--- src/rtl/mux_scan_sequencer.sv ---
// Scan sequencer for a NAND-built 4:1 mux. It steps s1:s0 through the enabled channels,
// lets the mux settle, samples w, and publishes all four samples as one word.
module mux_scan_sequencer #(
  parameter int SETTLE = 4
) (
  input  logic       clk,
  input  logic       rst_n,
  input  logic       start,
  input  logic [3:0] mask,
  input  logic       cont,
  input  logic       w,
  output logic       s0,
  output logic       s1,
  output logic [3:0] data,
  output logic       valid,
  output logic       busy
);

  typedef enum logic [1:0] {
    ST_IDLE,
    ST_SETTLE,
    ST_SAMPLE,
    ST_DONE
  } state_e;

  localparam logic [3:0] LAST_CNT = 4'(SETTLE - 1);

  state_e     state_q;
  logic [3:0] cnt_q;
  logic [3:0] mask_q;
  logic [3:0] shadow_q;
  logic [3:0] data_q;
  logic [1:0] sel_q;
  logic       valid_q;
  logic       busy_q;

  logic [2:0] first_hit;
  logic [2:0] next_hit;
  logic       launch;

  // Returns {found, index} of the lowest set bit of m at or above position 'from'.
  function automatic logic [2:0] next_set(input logic [3:0] m, input logic [2:0] from);
    next_set = 3'b000;
    for (int i = 3; i >= 0; i--) begin
      if (3'(i) >= from && m[i]) next_set = {1'b1, 2'(i)};
    end
  endfunction

  assign first_hit = next_set(mask, 3'd0);
  assign next_hit  = next_set(mask_q, {1'b0, sel_q} + 3'd1);

  // A new scan starts from IDLE on start, or straight out of DONE in continuous mode.
  assign launch = (state_q == ST_IDLE && start) || (state_q == ST_DONE && cont);

  // NOTE: all state is updated with non-blocking assignments so every register sees
  // the pre-edge values of the others, independent of statement order.
  always_ff @(posedge clk or negedge rst_n) begin
    if (!rst_n) begin
      state_q  <= ST_IDLE;
      cnt_q    <= '0;
      mask_q   <= '0;
      // NOTE: the shadow word is reset too, so an aborted scan can never leak
      // stale channel samples into a later data word.
      shadow_q <= '0;
      data_q   <= '0;
      sel_q    <= '0;
      valid_q  <= 1'b0;
      busy_q   <= 1'b0;
    end else begin
      valid_q <= 1'b0;

      case (state_q)
        ST_IDLE: ;
        ST_SETTLE: begin
          cnt_q <= cnt_q + 4'd1;
          if (cnt_q == LAST_CNT) state_q <= ST_SAMPLE;
        end
        ST_SAMPLE: begin
          shadow_q[sel_q] <= w;
          if (next_hit[2]) begin
            sel_q   <= next_hit[1:0];
            cnt_q   <= '0;
            state_q <= ST_SETTLE;
          end else begin
            sel_q   <= 2'b00;
            state_q <= ST_DONE;
          end
        end
        ST_DONE: begin
          data_q  <= shadow_q & mask_q;
          valid_q <= 1'b1;
          busy_q  <= 1'b0;
          state_q <= ST_IDLE;
        end
        default: state_q <= ST_IDLE;
      endcase

      // Later assignments win: a launch overrides the DONE -> IDLE return above.
      if (launch) begin
        mask_q   <= mask;
        shadow_q <= '0;
        busy_q   <= 1'b1;
        cnt_q    <= '0;
        if (first_hit[2]) begin
          sel_q   <= first_hit[1:0];
          state_q <= ST_SETTLE;
        end else begin
          sel_q   <= 2'b00;
          state_q <= ST_DONE;
        end
      end
    end
  end

  assign s0    = sel_q[0];
  assign s1    = sel_q[1];
  assign data  = data_q;
  assign valid = valid_q;
  assign busy  = busy_q;

endmodule

--- config.mk ---
export PLATFORM = sky130hd
export DESIGN_NAME = mux_scan_sequencer
export DESIGN_NICKNAME = d
export VERILOG_FILES = /design/src/rtl/mux_scan_sequencer.sv
export SDC_FILE = /design/constraint.sdc
export NUM_CORES = 1
export LEC_CHECK = 0
export BUFFER_PORTS_ARGS = -buffer_cell sky130_fd_sc_hd__buf_4
export CAP_MARGIN = 20
export CORE_AREA = 3 3 49 60
export DETAILED_ROUTE_END_ITERATION = 8
export DIE_AREA = 0 0 52 63
export PLACE_DENSITY = 0.74
export SYNTH_ARGS = -nofsm -noshare
export SYNTH_HDL_FRONTEND = slang
export SYNTH_SLANG_ARGS = --single-unit
--- constraint.sdc ---
create_clock -name clk -period 1.3 [get_ports clk]
set_input_delay 0.195 -clock clk [delete_from_list [all_inputs] [get_ports clk]]
set_output_delay 0.195 -clock clk [all_outputs]
set_load 0.02 [all_outputs]
After elaboration in Yosys (flattened, before gate mapping)
Index checks and enable logic that the tools add are counted.
{"block": "word_totals", "reg_bits": 22, "inputBits": 9, "out_inout_bits": 8, "elab_cells": 66}
{"block": "op_classes", "add_sub_neg": 2, "order_cmp": 6, "n_eq_ne": 6, "n_mux": 28, "n_bitwise": 1, "reduce_logical": 15}
{"op": "two-way mux 3 bit", "count": 8}
{"op": "two-way mux 2 bit", "count": 8}
{"op": "two-way mux 4 bit", "count": 4}
{"op": "one-hot mux 4 bit (2 select lines)", "count": 1}
{"op": "logical AND 1 bit", "count": 7}
{"op": "greater-or-equal comparator 1 x 3 -> 1 bit, first input constant", "count": 2}
{"op": "greater-or-equal comparator 2 x 3 -> 1 bit, first input constant", "count": 2}
{"op": "!= test 3 bit, second input constant", "count": 2}
{"op": "one-hot mux 2 bit (3 select lines)", "count": 1}
{"op": "adder 4 x 1 -> 4 bit, second input constant", "count": 1}
{"op": "AND 4 bit", "count": 1}
{"op": "bitwise mux 4 bit", "count": 1}
{"op": "== test 2 bit, second input constant", "count": 2}
{"op": "== test 4 x 2 -> 1 bit, second input constant", "count": 1}
{"op": "two-way mux 1 bit", "count": 4}
{"op": "AND reduction 2 bit", "count": 2}
{"op": "nonzero test 2 bit", "count": 2}
{"op": "nonzero test 4 bit", "count": 1}
{"op": "adder 2 x 1 -> 3 bit, second input constant", "count": 1}
{"op": "less-than comparator 2 x 3 -> 1 bit, second input constant", "count": 1}
{"op": "nonzero test 3 bit", "count": 1}
{"op": "demux 1 bit (select 2 bit)", "count": 1}
{"op": "== test 2 x 1 -> 1 bit, second input constant", "count": 1}
{"op": "greater-or-equal comparator 2 x 1 -> 1 bit, second input constant", "count": 1}
{"op": "2 further kinds", "count": 2}

Logic depth before layout (Yosys ltp)
{"block": "depth", "depth_word": 10, "depth_mapped": 7, "ltp_nobuf": 5}

Worst setup path after synthesis
OpenSTA, ideal clock, no wires.
{"block": "synth_path", "path_kind": "register -> register", "from": "register state_q[0]", "to": "register state_q[1]", "setup_time_ps": 131, "arrival_time_ps": 1171, "t_required_ps": 1169, "path_slack_ps": -2, "stages_incl_launch_ff": 7, "path_buffers": 1, "synth_period_minus_slack_ps": 1302, "path_cell_list": "dfrtp_1 > buf_6 > nand2_8 > inv_6 > a21o_4 > a221oi_1 > nor3_1"}
{"block": "synth_via", "elab_chain_len": 5, "word_cells_on_any_way": 12, "classes_between": "eq/ne: 4; mux: 2; reduce/logical: 6"}
{"element": "from (decl)", "line": "28", "source": "state_e state_q;"}
{"element": "from (signal assigned)", "line": "59", "source": "state_q <= ST_IDLE;"}
{"element": "from (signal assigned)", "line": "76", "source": "if (cnt_q == LAST_CNT) state_q <= ST_SAMPLE;"}
{"element": "from (signal assigned)", "line": "83", "source": "state_q <= ST_SETTLE;"}
{"element": "== test 2 bit / zero test 2 bit (equally long branches)", "line": "53, 72"}
{"element": "logical AND 1 bit", "line": "53", "source": "assign launch = (state_q == ST_IDLE && start) || (state_q == ST_DONE && cont);"}
{"element": "logical OR 1 bit", "line": "53"}
{"element": "!= test 3 bit (no line) / nonzero test 4 bit (equally long branches)"}
{"element": "AND reduction 2 bit (no line)"}
Several ways; a longest one is shown, not always the timed one.
A chain may end at the register's enable or synchronous reset.

Worst setup path after layout
{"block": "layout_path", "from": "register state_q[1]", "to": "register sel_q[0]"}
{"block": "layout_via", "elab_chain_len": 4, "word_cells_on_any_way": 8, "classes_between": "eq/ne: 2; mux: 1; reduce/logical: 5"}
{"element": "== test 2 bit / zero test 2 bit (equally long branches)", "line": "53"}
{"element": "logical AND 1 bit", "line": "53"}
{"element": "logical OR 1 bit", "line": "53"}
{"element": "two-way mux 2 bit / nonzero test 2 bit (equally long branches)"}
{"element": "to (signal assigned)", "line": "81", "source": "sel_q <= next_hit[1:0];"}
{"element": "to (signal assigned)", "line": "105", "source": "sel_q <= first_hit[1:0];"}
{"element": "to (decl)", "line": "33", "source": "logic [1:0] sel_q;"}
Several ways; a longest one is shown, not always the timed one.

==> flow_metrics.py <==
metrics = {
    "route": {
        "drt-wirelength-per-cell_um": 14.9,
        "top_layer": "met4",
        "drc": 0,
        "via_count": 1061,
        "detail_route.wirelength_mm": 2.91,
        "vias_per_cell": 5.44,
        "met2WireLength_mm": 1.57,
        "met3_length_um": 108,
        "drt_iter0_drc": 59,
        "ant_nets": 0,
        "drt-pass1-iter-count": 4,
        "wl_met1_mm": 1.18,
    },
    "timing": {
        "fin_crit_sh_pct": 105,
        "rsz0062_at_grt": "true",
        "worstMarginPinSlew_ps": 333,
        "fin_crit_ps": 1360,
        "max_freq_ghz": 0.736,
        "finalHoldViolCount": 0,
        "drv_slew": 0,
        "setup_ws_ps": -59.3,
        "relSlewSlack_pct": 77.6,
        "skew_ps": 2.06,
        "setup_viol": 7,
    },
    "yosys": {
        "synth_fa_ha_area_share_pct": 1.08,
        "yosysWarnings": 0,
        "synth_area_leader_cell": "dfrtp_1",
        "syn_avg_cell_area_um2": 9.75,
        "synth_top_family_by_area": "simple AND/OR/NAND/NOR gates",
        "synthXorXnorAreaFrac_pct": 0.755,
        "synth_nets": 129,
        "synth_top_area_share_pct": 47.5,
        "synth_seq_area_share_pct": 47.5,
        "netlist_instances": 119,
        "synthTopCellsByArea": "dfrtp_1 (47%), nand2_1 (7.8%), a21oi_1 (3.0%)",
        "synthMuxAreaShare_pct": 1.73,
        "synth.distinct_cells": 36,
        "synth_compound_area_share_pct": 19.0,
        "synth_area_mm2": 0.00116,
        "synth_simple_gate_area_share_pct": 24.4,
        "ys_ff_latch": 22,
    },
    "final_layout": {
        "area_growth_pct": 40.0,
        "num_antenna_cells": 0,
        "fin_cells": 195,
        "seq_area_um2": 554,
        "drive_gt1_share_pct": 43.2,
        "multi_input_area_um2": 608,
        "final_util_pct": 65.6,
        "fillCellCount": 182,
        "nets": 173,
    },
    "clock_tree": {
        "clkLatencyLatePin_ps": 320,
        "htree_levels": 1,
        "root_buffer": "clkbuf_4",
        "clk_pin_slew_ps": 130,
        "cts_buffers": 3,
        "clock_sinks": 22,
        "clockBufferDepth": 2,
        "cts_tree": "yes",
    },
    "global_route": {
        "grt_max_degree": 23,
        "grt_pass1_vias": 1121,
        "track_usage_pct": 20.4,
        "grt_antenna_before_repair": 0,
        "grt-ovfl-total": 0,
        "grt_pass1_wl_mm": 5.04,
    },
    "critical_path": {
        "crit_type": "flop to flop",
        "critPathCaptureType": "flop",
        "crit_path_cell_trace": "nand2_8 > inv_8 > a21o_4 > buf_12 > a222oi_1",
        "cp.arrival_ps": 1580,
        "cpPeakStageDelay_ps": 510,
        "critPathMaxFanout": 8,
        "required_ps": 1520,
        "cp-start-kind": "flop",
        "crit_slowest_cell": "dfrtp_2",
    },
    "floorplan": {
        "core_mm2": 0.00248,
        "start_util_pct": 46.8,
        "die_y_um": 63,
        "num_rows": 20,
        "dieArea_mm2": 0.00328,
        "ioPinCount": 17,
        "die_x_um": 52,
    },
    "run": {
        "cap_viol_max_count": 0,
    },
    "placed_design": {
        "hpwl_mm": 2.03,
        "globalplace.congestion": 0.857,
        "place_ws_ps": -156,
        "dp_cells": 184,
        "portBuffers": 16,
    },
    "outcome": {
        "violations": "negative setup slack",
        "outcome": "complete, but fails checks",
    },
    "pwr": {
        "power_density_mw_per_mm2": 2440,
        "power_uw": 3970,
        "p_leak_uw": 0.000760,
        "ir_worst_vdd_mv": 1.28,
    },
    "hold_path": {
        "hp-class": "input pin to flop",
    },
}
## layer usage
metal / vias up / global-route usage [%]
met5: - / 0
li1: 505 / -
met1: 519 / 23.0
met4: 0 / 9.18
met2: 33 / 36.6
met3: 4 / 2.39
## worst max-delay path, delay by kind of cell, from the launching register on
family / cells / cell delay (ps)
compound gates: 2 / 450
simple gates: 1 / 110
flops: 1 / 510
buf+inv: 2 / 180
## per-stage QoR
step | TNS (ps) | hold slack [ps] | cell area (µm²)
floorplan | -1.63 | -101 | 1160
global route | -1040 | 54.7 | 1620
global placement | -673 | 97.3 | 1440
CTS | -388 | 73.7 | 1570
finish | -302 | 72.0 | 1620
detailed placement | -1290 | 102 | 1440
## layout make-up
type	instances	share of cell area [%]
clock buffers	3	1.39
clock inverters	1	1.85
inverters	7	2.08
multi-input cells	87	37.4
flip-flops and latches	22	34.1
well taps	33	2.54
repair buffers	42	20.6
## path summary, 6_finish.rpt
| kind | slack (ps) | end | start | cells past startpoint |
|---|---|---|---|---|
| min in group asynchronous | 280 | state_q[0]$_DFFE_PN0P_ | rst_n | 2 |
| max in group asynchronous | 770 | mask_q[3]$_DFFE_PN0P_ | rst_n | 2 |
| hold reg to reg | 480 | mask_q[0]$_DFFE_PN0P_ | mask_q[0]$_DFFE_PN0P_ | 2 |
| hold / removal | 70 | sel_q[1]$_DFFE_PN0P_ | mask[1] | 2 |
| setup / recovery | -60 | sel_q[0]$_DFFE_PN0P_ | state_q[1]$_DFFE_PN0P_ | 5 |
| setup reg to reg | -60 | sel_q[0]$_DFFE_PN0P_ | state_q[1]$_DFFE_PN0P_ | 5 |
## report_power, final
group / switching, µW / internal, µW / total [µW]
clock: 225 / 312 / 537
combinational: 1100 / 1070 / 2170
sequential: 297 / 967 / 1260
## flip-flops by register name, summed over array words and instances, names as in the netlist
| register | flops |
|---|---|
| valid | 1 |
| state_q | 2 |
| mask_q | 4 |
| cnt_q | 4 |
| sel_q | 2 |
| data | 4 |
| shadow_q | 4 |
| busy | 1 |
## placed cells by master, fill, tap and decap left out, types with 3 or more instances in the layout
cell      netlist  layout
inv_1           6       6
clkbuf_4        0       3
o21ai_0         7       6
dfrtp_2         0       3
nand2_1        24      20
dfrtp_1        22      19
buf_4           0      39
a21oi_1         7       6
nand2b_1        3       3
nand2_2         0       4
nor2_1          8       8
nand4_1         3       3
## repair_timing
action                                  4_1_cts  5_1_grt
hold buffers                                  1        0
endpoints found under the hold margin        22        0
setup buffers                                 2        4
resized for setup                            13        8
pin swaps                                    11        8
endpoints found under the setup margin       15       14
gates cloned                                  0        0
## Yosys cell counts (all sizes together)
| library cell | number |
|---|---|
| a211oi | 1 |
| a21o | 1 |
| a21oi | 8 |
| a221oi | 2 |
| a222oi | 1 |
| a22o | 1 |
| a22oi | 1 |
| a31oi | 1 |
| buf | 3 |
| dfrtp | 22 |
| ha | 1 |
| inv | 7 |
| mux2i | 2 |
| nand2 | 25 |
| nand2b | 4 |
| nand3 | 2 |
| nand4 | 3 |
| nor2 | 8 |
| nor2b | 3 |
| nor3 | 2 |
| nor3b | 3 |
| nor4 | 2 |
| o211ai | 1 |
| o21ai | 7 |
| o21bai | 3 |
| o22ai | 1 |
| o31ai | 1 |
| o32ai | 1 |
| o41ai | 1 |
| xnor2 | 1 |
## cell families after synthesis
| group | Yosys count |
|---|---|
| XOR/XNOR | 1 |
| AND/OR/NAND/NOR | 52 |
| adder cells (fa/ha/maj) | 1 |
| flip-flops | 22 |
| AO/OA/AOI/OAI | 31 |
| buffers and inverters | 10 |
| multiplexers | 2 |
No activity file was read; power rests on OpenSTA's default activity.
